[src/rtl/keypad_scanner.sv]
// Row/column keypad scanner: one-hot-low row drive, 2-flop column synchronizer, press/release debounce.
// Define KEYPAD_AUTOREPEAT_EN to add auto-repeat pulses while a key is held.
package calc_pkg;
  typedef struct packed {
    logic clear, mem_recall, mem_clear, mem_sub, mem_add, op_percent, op_sqrt;
    logic op_div, op_mul, op_sub, op_add, op_eq, dot;
    logic num_9, num_8, num_7, num_6, num_5, num_4, num_3, num_2, num_1, num_0;
  } buttons_t;
endpackage

module keypad_scanner #(
  parameter int unsigned NumRows        = 5,
  parameter int unsigned NumCols        = 5,
  parameter int unsigned SettleCycles   = 3,
  parameter int unsigned DebounceCycles = 8,
  parameter int unsigned RepeatDelay    = 500,
  parameter int unsigned RepeatPeriod   = 100
) (
  input  logic                                 clk_i,
  input  logic                                 rst_ni,
  input  logic [NumCols-1:0]                   cols_ni,
  output logic [NumRows-1:0]                   rows_no,
  output calc_pkg::buttons_t                   buttons_o,
  output logic                                 key_valid_o,
  output logic [$clog2(NumRows*NumCols)-1:0]   key_code_o
);

  localparam int unsigned RowW      = $clog2(NumRows);
  localparam int unsigned ColW      = $clog2(NumCols);
  localparam int unsigned CntW      = ColW + 1;
  localparam int unsigned KeyW      = $clog2(NumRows*NumCols);
  localparam int unsigned SetW      = $clog2(SettleCycles);
  localparam int unsigned DebW      = $clog2(DebounceCycles);
  localparam int unsigned NumFields = $bits(calc_pkg::buttons_t);

  typedef enum logic [1:0] {SCAN, DEBOUNCE, HELD} state_e;

  state_e             state_q, state_d;
  logic [RowW-1:0]    row_q, row_d, row_next;
  logic [SetW-1:0]    settle_q, settle_d;
  logic [ColW-1:0]    col_q, col_d, act_col;
  logic [DebW-1:0]    cnt_q, cnt_d;
  logic [NumCols-1:0] sync1_q, sync2_q, act, cand_mask;
  logic [CntW-1:0]    n_act;
  calc_pkg::buttons_t buttons_q, buttons_d;
  logic               valid_q, valid_d;
  logic [KeyW-1:0]    code_q, code_d;
  logic [31:0]        code_full;
  logic [NumFields-1:0] field_onehot;

  assign rows_no     = ~(NumRows'(1) << row_q);
  assign buttons_o   = buttons_q;
  assign key_valid_o = valid_q;
  assign key_code_o  = code_q;

  assign act       = ~sync2_q;
  assign cand_mask = NumCols'(1) << col_q;
  assign row_next  = (row_q == RowW'(NumRows-1)) ? '0 : row_q + RowW'(1);
  assign code_full = 32'(row_q) * NumCols + 32'(col_q);
  assign field_onehot = (code_full < NumFields) ? (NumFields'(1) << code_full) : '0;

  always_comb begin
    n_act   = '0;
    act_col = '0;
    for (int unsigned i = 0; i < NumCols; i++) begin
      if (act[i]) begin
        n_act   = n_act + CntW'(1);
        act_col = ColW'(i);
      end
    end
  end

`ifdef KEYPAD_AUTOREPEAT_EN
  localparam int unsigned RepMax = (RepeatDelay > RepeatPeriod) ? RepeatDelay : RepeatPeriod;
  localparam int unsigned RepW   = $clog2(RepMax + 1);
  logic [RepW-1:0] rep_q, rep_d, rep_last;
  logic            rep_first_q, rep_first_d;

  assign rep_last = rep_first_q ? RepW'(RepeatDelay - 1) : RepW'(RepeatPeriod - 1);

  always_ff @(posedge clk_i) begin
    if (!rst_ni) begin
      rep_q       <= '0;
      rep_first_q <= 1'b1;
    end else begin
      rep_q       <= rep_d;
      rep_first_q <= rep_first_d;
    end
  end
`else
  logic unused_repeat_cfg;
  assign unused_repeat_cfg = ^{32'(RepeatDelay), 32'(RepeatPeriod)};
`endif

  always_comb begin
    state_d   = state_q;
    row_d     = row_q;
    settle_d  = settle_q;
    col_d     = col_q;
    cnt_d     = cnt_q;
    buttons_d = buttons_q;
    valid_d   = 1'b0;
    code_d    = code_q;
`ifdef KEYPAD_AUTOREPEAT_EN
    rep_d       = rep_q;
    rep_first_d = rep_first_q;
`endif
    unique case (state_q)
      SCAN: begin
        if (settle_q == SetW'(SettleCycles - 1)) begin
          settle_d = '0;
          if (n_act == CntW'(1)) begin
            col_d   = act_col;
            cnt_d   = DebW'(1);
            state_d = DEBOUNCE;
          end else begin
            row_d = row_next;
          end
        end else begin
          settle_d = settle_q + SetW'(1);
        end
      end
      DEBOUNCE: begin
        if (act != cand_mask) begin
          state_d  = SCAN;
          row_d    = row_next;
          settle_d = '0;
        end else if (cnt_q == DebW'(DebounceCycles - 1)) begin
          state_d   = HELD;
          cnt_d     = '0;
          valid_d   = 1'b1;
          code_d    = code_full[KeyW-1:0];
          buttons_d = field_onehot;
`ifdef KEYPAD_AUTOREPEAT_EN
          rep_d       = '0;
          rep_first_d = 1'b1;
`endif
        end else begin
          cnt_d = cnt_q + DebW'(1);
        end
      end
      HELD: begin
        // Only the held column matters; a completed release wins over a repeat in the same cycle.
        cnt_d = act[col_q] ? '0 : cnt_q + DebW'(1);
        if (!act[col_q] && cnt_q == DebW'(DebounceCycles - 1)) begin
          state_d   = SCAN;
          row_d     = row_next;
          settle_d  = '0;
          cnt_d     = '0;
          buttons_d = '0;
        end
`ifdef KEYPAD_AUTOREPEAT_EN
        else if (rep_q == rep_last) begin
          valid_d     = 1'b1;
          rep_d       = '0;
          rep_first_d = 1'b0;
        end else begin
          rep_d = rep_q + RepW'(1);
        end
`endif
      end
      default: state_d = SCAN;
    endcase
  end

  always_ff @(posedge clk_i) begin
    if (!rst_ni) begin
      state_q   <= SCAN;
      row_q     <= '0;
      settle_q  <= '0;
      col_q     <= '0;
      cnt_q     <= '0;
      sync1_q   <= '1;
      sync2_q   <= '1;
      buttons_q <= '0;
      valid_q   <= 1'b0;
      code_q    <= '0;
    end else begin
      state_q   <= state_d;
      row_q     <= row_d;
      settle_q  <= settle_d;
      col_q     <= col_d;
      cnt_q     <= cnt_d;
      sync1_q   <= cols_ni;
      sync2_q   <= sync1_q;
      buttons_q <= buttons_d;
      valid_q   <= valid_d;
      code_q    <= code_d;
    end
  end

endmodule

[config.mk]
export PLATFORM = sky130hd
export DESIGN_NAME = keypad_scanner
export DESIGN_NICKNAME = d
export VERILOG_FILES = /design/src/rtl/keypad_scanner.sv
export SDC_FILE = /design/constraint.sdc
export NUM_CORES = 1
export LEC_CHECK = 0
export CAP_MARGIN = 25
export CORE_MARGIN = 2
export CORE_UTILIZATION = 55
export CTS_BUF_LIST = sky130_fd_sc_hd__clkbuf_4 sky130_fd_sc_hd__clkbuf_8
export DETAILED_ROUTE_END_ITERATION = 6
export PLACE_DENSITY = 0.81
export SLEW_MARGIN = 20
export SYNTH_ARGS = -nofsm -noshare
export SYNTH_HDL_FRONTEND = slang
export SYNTH_SLANG_ARGS = --single-unit
[constraint.sdc]
create_clock -name clk_i -period 5 [get_ports clk_i]
set_input_delay 0.5 -clock clk_i [delete_from_list [all_inputs] [get_ports clk_i]]
set_output_delay 0.5 -clock clk_i [all_outputs]
set_load 0.05 [all_outputs]
==> impl_results.md, run 1 <==
* #FFs+latches synth at 52
* Final net count at 359
* Synth top cells by count: 52 x dfxtp_1, 28 x nand2_1, 24 x ha_1
* Synth warn at 0
* Lkg Pwr at 1.37 nW
* CTS resizes at 0
* Core area at 4820 um^2
* Worst EP required at 5.23 ns
* Initial antenna violation count at 0
* Die width at 75.2 um
* Hold_buf cts at 0
* Hold Vio Cnt, Final at 0
* MaxCap Viol Count at 0
* Overall Power at 0.781 mW
* Final period util at 0.673
* CP endpoint kind: flip-flop
* RSZ-0062 raised after global routing: false
* Async S/R FF share, synth at 0
* Ys flop type: dfxtp_1
* GRT overflow at 0
* Outcome: finished clean
* Fmax at 297 MHz
* Synth unique cells at 58
* Row count at 25
* Sequential element share of the synthesized area at 0.374
* Post-synthesis cell area at 2790 um^2
* Pwr dens at 236 nW/um^2
* Critical Path Fanout Max at 5
* Clock sink count at 52
* Number of global-route vias before repair at 2,081
* Worst VDD drop at 0.162 mV
* H-tree depth at 2
* Top area cells in the synthesized netlist: dfxtp_1 37%, ha_1 11%, mux2i_1 5.8%
* Area post-placement at 3210 um^2
* Final WL at 5.82 mm
* Max Slew Vio Count at 0
* Cells after Synth at 293
* Placed instance count at 387
* Die Y at 75.2 um
* Worst hold-check path type: reg -> reg
* Clock Path Buffers at 2
* Pin count of the biggest net entering global routing at 29
* Fill cell count at 425
* DR WL/cell at 14.7 um
* Share of layout cells above drive strength 1 at 0.0762
* Average size of a mapped cell at 9.51 um^2
* Num CTS Buffers at 5
* Layout area overhead at 18.6%
* Clock root cell: clkbuf_8
* Initial DRC count at 141
* DRC errors left at 0
* Port bufs at 40
* Antenna-violating nets left at 0
* Fin Setup TNS at 0 ns
* Finished Cell Area at 3300 um^2
* Setup skew after layout at 0.0102 ns
* Dpl hpwl at 4.37 mm
* Global-route wire length before repair at 9.87 mm
* CP arrival at 3.60 ns
* Setup-failing EPs final at 0
* GR Util All Layers at 0.226
* Number of placed I/O pins at 41
* Finished Layout Cells at 395
* Max-Slew Margin vs Limit at 0.423
* Min cycle time layout at 3.37 ns
* Pre-Repair DR Iteration Count at 4
* Skew-Pair Late Insertion Delay at 0.31 ns
* DR vias/cell at 5.72
* CTS tree: built
* Post-synth EDFFs at 0
* CP Class: reg -> reg
* Syn_nets at 325
* Vias at 2,259
* Reg clk slew, reported paths at 0.10 ns
* Yosys top cell area share at 0.374
* Antenna cells at 0
* Crit start category: flip-flop
* Post-CTS Setup Bufs at 0
* Measured slew at the worst slew-check pin at 0.857 ns
* GPL Wtd Cong at 0.937
* Count leader, synth: dfxtp_1
* Post-synth top area cell: dfxtp_1
* Die Area at 5650 um^2
* Initial Util at 0.578
cell type report:
class,count,area [um^2],share of cell area
flip-flops and latches,52,1040,0.315
inverters,16,60.1,0.0182
well taps,67,83.8,0.0254
clock buffers,5,68.8,0.0208
repair buffers,41,408,0.124
clock inverters,3,25.0,0.00758
multi-input cells,211,1620,0.489
state kept, by name, summed over array words and instances (netlist names):
name	cells
state_q	2
buttons_o	23
cnt_q	3
col_q	3
key_code_o	5
sync2_q	5
sync1_q	5
key_valid_o	1
settle_q	2
row_q	3
report_power, final:
| part | internal, mW | switching, mW |
|---|---|---|
| sequential | 0.422 | 0.0100 |
| combinational | 0.0411 | 0.0573 |
| clock | 0.102 | 0.148 |
metal layers:
layer,global-route usage,vias up,wire (um)
li1,-,1126,-
met1,0.309,1053,2670
met2,0.358,72,2690
met3,0.0576,8,396
met4,0.0585,0,61
met5,0,-,0
cell usage in the layout (no fill, tap or decap), types with 5 or more instances in the layout:
cell type and instances:
dfxtp_1 52, clkdlybuf4s50_1 40, nand2_1 28, ha_1 24, nor2_1 20, inv_1 16
mux2i_1 16, nand2b_1 12, a22o_1 9, nor3_1 8, a21oi_1 8, o2bb2ai_1 8
nand3_1 6, o21ai_0 5, a32o_1 5, clkbuf_8 5
critical path, stage by stage, from the launching register on:
cell	delay, ns
dfxtp_1	0.39
inv_1	0.09
ha_1	0.36
xnor2_1	0.16
ha_1	0.33
mux2_2	0.27
ha_1	0.20
xnor3_4	0.44
o31a_2	0.37
a221oi_2	0.42
mux2i_1	0.25
cells by family after synthesis:
logic type	synth area share
xor gates and xnor gates	0.0373
adders and majority gates	0.115
and+or+nand+nor	0.183
AOI/OAI and AO/OA	0.175
DFF	0.374
buffers and inverters	0.0463
muxes	0.0696
through the flow:
step / hold WS (ns) / worst slack (ns) / util
2_1_floorplan: 0.386 / 1.91 / -
3_3_place_gp: 0.391 / 1.82 / 0.666
3_5_place_dp: 0.398 / 1.65 / 0.666
4_1_cts: 0.420 / 1.62 / 0.685
5_1_grt: 0.436 / 1.48 / 0.685
6_report: 0.411 / 1.63 / 0.685
worst paths after layout:
kind                                  from         end  slack [ns]  cells past startpoint
worst max register to register  sync2_q[0]    cnt_q[0]        1.63                     10
worst min register to register  sync1_q[1]  sync2_q[1]        0.41                      1
worst max-delay path            sync2_q[0]    cnt_q[0]        1.63                     10
worst min-delay path            sync1_q[1]  sync2_q[1]        0.41                      1
Note: power is estimated with default switching activity, not from simulation.
==> run 2, diff against run 1 <==
clock period = 3.4 ns   (was 5 ns; I/O delays follow)
==> run 2 against run 1 <==
  * Sequential share of layout area down 0.29 points
  * Via count down 0.35%
  * Setup slack worse by 1.5 ns
  * First-iteration DRC count up 110%
  * Final cell count up 0.76%
  * Global-route usage down 1.0 points
  * Die area unchanged
==> impl_results.md, run 2 (synthesis results as in run 1) <==
* Outcome: finished clean (unchanged)
* Final net count at 362 (was 359)
* Fmax at 308 MHz (was 297 MHz)
* Initial DRC count at 291 (was 141)
* Dpl hpwl at 4.35 mm (was 4.37 mm)
* Reg2Reg Setup Slack at 0.16 ns (was 1.63 ns)
* GPL Wtd Cong at 0.863 (was 0.937)
* DR WL/cell at 14.5 um (was 14.7 um)
* Final WL at 5.75 mm (was 5.82 mm)
* Final period util at 0.954 (was 0.673)
* CP Class: reg -> reg (unchanged)
* Critical path, cell by cell: inv_1, ha_2, xnor2_1, ha_1, mux2_2, ha_1, xnor3_4, or3_1, a21bo_2, a211o_1, a21oi_2 (was inv_1, ha_1, xnor2_1, ha_1, mux2_2, ha_1, xnor3_4, o31a_2, a221oi_2, mux2i_1)
* Die Y at 75.2 um (unchanged)
* R2r endpoint: col_q[1] (was cnt_q[0])
* Number of placed I/O pins at 41 (unchanged)
* GR Util All Layers at 0.215 (was 0.226)
* Finished Layout Cells at 398 (was 395)
* Worst hold-check path type: reg -> reg (unchanged)
* Lkg Pwr at 1.39 nW (was 1.37 nW)
* Clock root cell: clkbuf_8 (unchanged)
* Pin count of the biggest net entering global routing at 28 (was 29)
* H-tree depth at 2 (unchanged)
* DP Worst Slack at 0.141 ns (was 1.65 ns)
* Most frequent cells in the layout: 51 x dfxtp_1, 40 x clkdlybuf4s50_1, 28 x nand2_1, 23 x ha_1, 20 x nor2_1 (was 52 x dfxtp_1, 40 x clkdlybuf4s50_1, 28 x nand2_1, 24 x ha_1, 20 x nor2_1)
* Reg clk slew, reported paths at 0.10 ns (about the same)
* Layout area overhead at 19.8% (was 18.6%)
* Die width at 75.2 um (unchanged)
* Finished Cell Area at 3340 um^2 (was 3300 um^2)
* Antenna-violating nets left at 0 (unchanged)
* DR vias/cell at 5.66 (was 5.72)
* Num CTS Buffers at 5 (unchanged)
* Number of global-route vias before repair at 2,016 (was 2,081)
* Global-route wire length before repair at 9.36 mm (was 9.87 mm)
* GRT overflow at 0 (unchanged)
* R2R Path Start: sync2_q[1] (was sync2_q[0])
* Antenna cells at 0 (unchanged)
* Vias at 2,251 (was 2,259)
* Pre-Repair DR Iteration Count at 4 (unchanged)
* Overall Power at 1.14 mW (was 0.781 mW)
* Worst EP required at 3.65 ns (was 5.23 ns)
* Hold Vio Cnt, Final at 0 (unchanged)
* CP endpoint kind: flip-flop (unchanged)
* RSZ-0062 raised after global routing: false (unchanged)
* Slowest stage delay, CP at 0.44 ns (about the same)
* CTS tree: built (unchanged)
* Initial Util at 0.578 (unchanged)
* Min cycle time layout at 3.24 ns (was 3.37 ns)
* Worst setup startpoint: sync2_q[1] (was sync2_q[0])
* Worst VDD drop at 0.247 mV (was 0.162 mV)
* CP arrival at 3.50 ns (was 3.60 ns)
* CTS resizes at 0 (unchanged)
* Max reg flops at 23 (unchanged)
* CP Capture Point: col_q[1] (was cnt_q[0])
* Worst reg-to-reg path cell count at 11 (was 10)
* Critical Path Fanout Max at 6 (was 5)
* Setup skew after layout at 0.00721 ns (was 0.0102 ns)
* Area post-placement at 3230 um^2 (was 3210 um^2)
* Initial antenna violation count at 0 (unchanged)
* Row count at 25 (unchanged)
* Commonest non-fill, non-tap cell in the layout: dfxtp_1 (unchanged)
* Measured slew at the worst slew-check pin at 0.750 ns (was 0.857 ns)
* DRC errors left at 0 (unchanged)
* CP bufs+invs at 1 (unchanged)
* Setup-failing EPs final at 0 (unchanged)
* Share of layout cells above drive strength 1 at 0.0906 (was 0.0762)
* MaxCap Viol Count at 0 (unchanged)
* Clock Path Buffers at 2 (unchanged)
* Max Slew Vio Count at 0 (unchanged)
* Final hold slack at 0.414 ns (was 0.411 ns)
* Hold_buf cts at 0 (unchanged)
* Top cell family by delay on the critical path: adder cells (unchanged)
* Setup ws final at 0.156 ns (was 1.63 ns)
* Die Area at 5650 um^2 (unchanged)
* Pwr dens at 341 nW/um^2 (was 236 nW/um^2)
* Max-Slew Margin vs Limit at 0.500 (was 0.423)
* Placed instance count at 390 (was 387)
* Crit path depth at 11 (was 10)
* Fin Setup TNS at 0 ns (unchanged)
* Util after Layout at 0.693 (was 0.685)
* Post-CTS Setup Bufs at 0 (unchanged)
* Top cell by count, worst path: ha_1 (unchanged)
* Crit start category: flip-flop (unchanged)
* CP max stage cell: xnor3_4 (unchanged)
* Port bufs at 40 (unchanged)
* Clock sink count at 52 (unchanged)
* Skew-Pair Late Insertion Delay at 0.31 ns (about the same)
* Core area at 4820 um^2 (unchanged)
==> run 2: worst min-delay path by stage <==
stage / from / endpoint / slack [ns] / depth (start not counted)
2_1_floorplan: sync1_q[0] / sync2_q[0] / 0.39 / 1
5_1_grt: sync1_q[0] / sync2_q[0] / 0.43 / 1
3_5_place_dp: sync1_q[0] / sync2_q[0] / 0.40 / 1
6_report: sync1_q[3] / sync2_q[3] / 0.41 / 1
4_1_cts: sync1_q[3] / sync2_q[3] / 0.42 / 1
3_3_place_gp: sync1_q[2] / sync2_q[2] / 0.39 / 1
==> run 2: report_power, final <==
| group | total, mW | switching, mW | internal (mW) |
|---|---|---|---|
| Sequential | 0.635 | 0.0139 | 0.621 |
| Combinational | 0.148 | 0.0853 | 0.0622 |
| Clock | 0.357 | 0.210 | 0.148 |
==> run 2: layout make-up <==
class                           instances  area [um^2]
Multi-Input combinational cell        211         1630
Fill cell                             398         1480
Sequential cell                        52         1040
Timing Repair Buffer                   44          430
Tap cell                               67         83.8
Clock buffer                            5         68.8
Inverter                               16         60.1
Clock inverter                          3         22.5
==> run 2: metal layers <==
layer,up-vias,GRT usage,part of all wire
li1,1138,-,-
met3,12,0.0616,0.052
met1,1042,0.299,0.49
met5,-,0,0
met2,59,0.320,0.44
met4,0,0.0799,0.020
==> run 2: worst reg2reg max path, delay by kind of cell, from the launching register on <==
family,cells,cell delay (ns)
adders and majority gates,3,0.92
AOI/OAI and AO/OA,3,0.65
xor gates and xnor gates,2,0.53
DFF,1,0.38
and+or+nand+nor,1,0.35
muxes,1,0.27
buffers and inverters,1,0.09
